--- src/rtl/axi_lite_reg_bridge.sv ---
// AXI4-Lite slave endpoint that turns bus transactions into single-cycle register strobes.
// One transaction in flight at a time; reads and writes alternate under contention.
module axi_lite_reg_bridge #(
    parameter int unsigned ADDR_WIDTH    = 32,
    parameter int unsigned DATA_WIDTH    = 32,
    parameter int unsigned REG_ADDR_BITS = 12
) (
    input  logic                      clk,
    input  logic                      resetn,
    input  logic [ADDR_WIDTH-1:0]     i_s_axi_awaddr,
    input  logic [2:0]                i_s_axi_awprot,
    input  logic                      i_s_axi_awvalid,
    output logic                      o_s_axi_awready,
    input  logic [DATA_WIDTH-1:0]     i_s_axi_wdata,
    input  logic [DATA_WIDTH/8-1:0]   i_s_axi_wstrb,
    input  logic                      i_s_axi_wvalid,
    output logic                      o_s_axi_wready,
    output logic                      o_s_axi_bvalid,
    input  logic                      i_s_axi_bready,
    input  logic [ADDR_WIDTH-1:0]     i_s_axi_araddr,
    input  logic [2:0]                i_s_axi_arprot,
    input  logic                      i_s_axi_arvalid,
    output logic                      o_s_axi_arready,
    output logic [DATA_WIDTH-1:0]     o_s_axi_rdata,
    output logic                      o_s_axi_rvalid,
    input  logic                      i_s_axi_rready,
    output logic                      o_reg_wen,
    output logic                      o_reg_ren,
    output logic [REG_ADDR_BITS-1:0]  o_reg_addr,
    output logic [DATA_WIDTH-1:0]     o_reg_wdata,
    output logic [DATA_WIDTH/8-1:0]   o_reg_wstrb,
    input  logic [DATA_WIDTH-1:0]     i_reg_rdata
);

    localparam int unsigned StrbWidth = DATA_WIDTH / 8;

    typedef enum logic [2:0] {
        StIdle,
        StWWaitD,
        StWWaitA,
        StWExec,
        StWResp,
        StRExec,
        StRWait,
        StRResp
    } state_e;

    state_e                   state_q, state_d;
    logic                     prio_read_q, prio_read_d;
    logic [REG_ADDR_BITS-1:0] addr_q, addr_d;
    logic [DATA_WIDTH-1:0]    wdata_q, wdata_d;
    logic [StrbWidth-1:0]     wstrb_q, wstrb_d;
    logic [DATA_WIDTH-1:0]    rdata_q, rdata_d;

    logic                     rd_sel;
    logic                     aw_rdy, w_rdy, ar_rdy;
    logic [REG_ADDR_BITS-1:0] awaddr_word, araddr_word;

    // Offsets outside the window alias; the interconnect has already decoded the slave.
    assign awaddr_word = {i_s_axi_awaddr[REG_ADDR_BITS-1:2], 2'b00};
    assign araddr_word = {i_s_axi_araddr[REG_ADDR_BITS-1:2], 2'b00};

    logic unused_inputs;
    assign unused_inputs = ^{i_s_axi_awprot, i_s_axi_arprot,
                             i_s_axi_awaddr[ADDR_WIDTH-1:REG_ADDR_BITS], i_s_axi_awaddr[1:0],
                             i_s_axi_araddr[ADDR_WIDTH-1:REG_ADDR_BITS], i_s_axi_araddr[1:0]};

    always_comb begin
        state_d     = state_q;
        prio_read_d = prio_read_q;
        addr_d      = addr_q;
        wdata_d     = wdata_q;
        wstrb_d     = wstrb_q;
        rdata_d     = rdata_q;
        aw_rdy      = 1'b0;
        w_rdy       = 1'b0;
        ar_rdy      = 1'b0;
        rd_sel      = i_s_axi_arvalid &
                      (~(i_s_axi_awvalid | i_s_axi_wvalid) | prio_read_q);

        case (state_q)
            StIdle: begin
                ar_rdy = rd_sel;
                aw_rdy = ~rd_sel;
                w_rdy  = ~rd_sel;
                if (rd_sel) begin
                    addr_d  = araddr_word;
                    state_d = StRExec;
                end else begin
                    if (i_s_axi_awvalid) begin
                        addr_d = awaddr_word;
                    end
                    if (i_s_axi_wvalid) begin
                        wdata_d = i_s_axi_wdata;
                        wstrb_d = i_s_axi_wstrb;
                    end
                    if (i_s_axi_awvalid && i_s_axi_wvalid) begin
                        state_d = StWExec;
                    end else if (i_s_axi_awvalid) begin
                        state_d = StWWaitD;
                    end else if (i_s_axi_wvalid) begin
                        state_d = StWWaitA;
                    end
                end
            end
            StWWaitD: begin
                w_rdy = 1'b1;
                if (i_s_axi_wvalid) begin
                    wdata_d = i_s_axi_wdata;
                    wstrb_d = i_s_axi_wstrb;
                    state_d = StWExec;
                end
            end
            StWWaitA: begin
                aw_rdy = 1'b1;
                if (i_s_axi_awvalid) begin
                    addr_d  = awaddr_word;
                    state_d = StWExec;
                end
            end
            StWExec: state_d = StWResp;
            StWResp: begin
                if (i_s_axi_bready) begin
                    prio_read_d = 1'b1;
                    state_d     = StIdle;
                end
            end
            StRExec: state_d = StRWait;
            StRWait: begin
                // Register file presents data the cycle after the read strobe.
                rdata_d = i_reg_rdata;
                state_d = StRResp;
            end
            StRResp: begin
                if (i_s_axi_rready) begin
                    prio_read_d = 1'b0;
                    state_d     = StIdle;
                end
            end
            default: state_d = StIdle;
        endcase
    end

    always_ff @(posedge clk) begin
        if (!resetn) begin
            state_q     <= StIdle;
            prio_read_q <= 1'b0;
            addr_q      <= '0;
            wdata_q     <= '0;
            wstrb_q     <= '0;
            rdata_q     <= '0;
        end else begin
            state_q     <= state_d;
            prio_read_q <= prio_read_d;
            addr_q      <= addr_d;
            wdata_q     <= wdata_d;
            wstrb_q     <= wstrb_d;
            rdata_q     <= rdata_d;
        end
    end

    // Readies are held low while reset is asserted so no handshake is ever advertised.
    assign o_s_axi_awready = aw_rdy & resetn;
    assign o_s_axi_wready  = w_rdy & resetn;
    assign o_s_axi_arready = ar_rdy & resetn;
    assign o_s_axi_bvalid  = (state_q == StWResp);
    assign o_s_axi_rvalid  = (state_q == StRResp);
    assign o_s_axi_rdata   = rdata_q;
    assign o_reg_wen       = (state_q == StWExec);
    assign o_reg_ren       = (state_q == StRExec);
    assign o_reg_addr      = addr_q;
    assign o_reg_wdata     = wdata_q;
    assign o_reg_wstrb     = wstrb_q;

endmodule

--- config.mk ---
export PLATFORM = sky130hd
export DESIGN_NAME = axi_lite_reg_bridge
export DESIGN_NICKNAME = d
export VERILOG_FILES = /design/src/rtl/axi_lite_reg_bridge.sv
export SDC_FILE = /design/constraint.sdc
export NUM_CORES = 1
export LEC_CHECK = 0
export CORE_AREA = 2 2 90 92
export CTS_CLUSTER_SIZE = 10
export DETAILED_ROUTE_END_ITERATION = 7
export DIE_AREA = 0 0 92 94
export DONT_BUFFER_PORTS = 1
export PLACE_DENSITY_LB_ADDON = 0.12
export SKIP_LAST_GASP = 1
export SYNTH_ARGS = -nofsm -noshare
export SYNTH_HDL_FRONTEND = slang
export SYNTH_SLANG_ARGS = --single-unit
--- constraint.sdc ---
create_clock -name clk -period 3.23 [get_ports clk]
set_input_delay 0.8075 -clock clk [delete_from_list [all_inputs] [get_ports clk]]
set_output_delay 0.8075 -clock clk [all_outputs]
set_load 0.005 [all_outputs]
==> results.md <==
- Critical-path top delay cell: and3_1
- Final Skew: approximately 0.0075 ns
- Antenna violations before repair: 0
- Slowest stage delay, CP: 0.30 ns
- Worst endpoint required time: approximately 2.4 ns
- Height of the die: roughly 94 um
- ANT cells: 0
- Total negative slack: 0 ns
- Register area share after synthesis: 48.5%
- Clk Latency, worst-skew pair: 0.34 ns
- Clock tree buffer depth: 2
- DIE AREA: between 8000 and 9000 um2
- Total of max-cap violations: 0
- Iter 0 DRT Violations: between 100 and 150
- Final GP Congestion: between 0.7 and 0.8
- CP max FO: 12
- Routed WL: about 7500 um
- Hold-fix buffers at CTS: 0
- Yosys top cell area share: approximately half
- Via density: 5.34
- Total gr overflow: 0
- Worst Setup Start Kind: input port
- Max Freq: 0.418 GHz
- Synth Register Bits: 84
- WHS: around 0.48 ns
- Floorplan row count: 32
- Inst Count DP: 475
- Vias in the first global route: 2,363
- Clock Pin Slew Worst Setup and Hold Paths: ~0.08 ns
- Dpl ws: 0.823 ns
- DR WL/cell: approximately 15 um
- Clk sinks: between 80 and 90
- Cell count after synthesis: around 400
- Mean Syn Cell Area: around 8.6 um2
- Most frequent cells in the layout: nand2_1 (104), dfxtp_1 (84), nand3_1 (37), o21ai_0 (36), a21boi_0 (32)
- Final slew viol count: 0
- Synthesis warning total: 0
- # DRC: 0
- Status: finished clean
- Pwr/cell area: 709 nW/um2
- Tightest Hold Check Type: reg2reg
- H-Tree Depth: 3
- Synth-to-Final Area Change: 6.46%
- PnR Total Power: between 0.002 and 0.003 W
- Post-synth EDFFs: 0
- FFs w/ async S/R, synth: 0%
- Crit end category: output port
- Share of cells above drive strength 1: between 10% and 20%
- Synth area leader: dfxtp_1
- Ys flop type: dfxtp_1
- DRT Pass-1 Iters: 4
- Final hold vios: 0
- Ports: between 200 and 250
- Post-Syn Area: ~3500 um2
- Clock root cell: clkbuf_8
- Count of different cell masters after synthesis: 40
- Post-DRT Antenna Nets: 0
- Ranking of synthesized cells by area: dfxtp_1 (48%), nand2_1 (11%), a21boi_0 (6.9%)
- Leak: roughly 1.3 nW
- Core area: 7610 um2
- Chip width: about 92 um
- Arr. time, crit path: roughly 1.6 ns
- Initial Util: between 40% and 50%
- Pin count of the biggest net entering global routing: 124
- Syn_nets: approximately 550
- RSZ-0062 raised after global routing: no
- I/O Buffers: 0
- Peak supply drop: between 0.3 and 0.4 mV
- Hpwl dp: 5010 um
- First-pass GRT wire length: about 11,000 um
- Post-CTS Setup Bufs: 0
- Slew headroom: ~58%
- Post_cts resized: 0
- Final count of negative-setup-slack endpoints: 0
- Commonest non-fill, non-tap cell in the layout: nand2_1
- Gr usage total: 16.5%
- Critical path class: in2out
- Final Instance Count excl. Fillers: approximately 490
- Worst-Margin Slew: ~0.63 ns
- TritonCTS clock tree: built
- Critical Path, Cell by Cell: o21bai_4, nand3b_2, and3_1
- Via Count: 2,622
- Tcrit/Tclk final: 74.2%
- CTS buffer count: 9
- Nets: approximately 530
- Worst setup margin: between 0.8 and 0.9 ns
- Min cycle time layout: ~2.4 ns
[final timing paths]
| kind | start | to | cells after the start | slack (ns) |
|---|---|---|---|---|
| worst max-delay path | i_s_axi_wvalid | o_s_axi_awready | 3 | 0.83 |
| worst min-delay path | o_reg_wdata[3] | o_reg_wdata[3] | 2 | 0.48 |
| worst max register to register | state_q[0] | o_reg_wdata[12] | 4 | 1.28 |
| worst min register to register | o_reg_wdata[3] | o_reg_wdata[3] | 2 | 0.48 |
[synthesized netlist by cell type (2+ instances only)]
library cell	n
and3_1	3
and3b_1	2
buf_2	4
a21oi_1	4
mux2_2	10
o21ai_1	2
dfxtp_1	84
clkbuf_2	3
nor2_1	5
nand3_1	37
o221a_2	10
a21boi_0	32
nor2b_1	2
nand2_1	104
buf_6	5
clkbuf_1	22
inv_1	2
nor3_1	3
and2_1	2
nand2b_1	12
o21ai_0	36
[power breakdown]
group	internal, W	total [W]	switching (W)	leakage, nW
clock network	0.000515	0.000873	0.000358	0.120
logic	0.000184	0.000425	0.000241	0.467
registers	0.00118	0.00132	0.000147	0.685
total	0.00187	0.00262	0.000745	1.27
[registers in the layout, summed over array words and instances (netlist names)]
signal,count
o_reg_wdata,32
o_s_axi_rdata,32
o_reg_addr,12
o_reg_wstrb,4
state_q,3
prio_read_q,1
[layer usage]
layer  share of wire, %  track usage (%)  vias to the layer above
li1                   -                -                     1339
met1                 44             19.7                     1148
met2                 43             24.9                      126
met3                 12             8.11                        9
met4                1.2             7.46                        0
met5                  0                0                        -
[per-stage QoR]
stage	instance area [um2]	util, %
after CTS	3690	48.6
after detailed placement	3450	45.4
after global routing	3690	48.6
final	3690	48.6
after global placement	3450	45.4
after floorplan	3470	-
[critical path: cells and delay by family]
family	cells	cell delay (ns)
AO/OA/AOI/OAI	1	0.18
AND/OR/NAND/NOR	2	0.59
[kinds of logic (layout without fill, tap and decap cells)]
logic type / after synthesis / count (layout) / share of synthesized area, %
simple gates: 177 / 177 / 23.0
buf+inv: 36 / 22 / 5.23
compound gates: 96 / 96 / 20.0
flops: 84 / 84 / 48.5
mux: 10 / 10 / 3.25
[cell type report]
| class | instances | area, um2 |
|---|---|---|
| fill | 765 | 3910 |
| multi-input combinational | 283 | 1610 |
| tap | 102 | 128 |
| clock inverter | 6 | 113 |
| timing repair buffer | 4 | 30.0 |
| sequential | 84 | 1680 |
| clock buffer | 10 | 128 |
| inverter | 2 | 7.51 |
(Power assumes the default switching activity.)
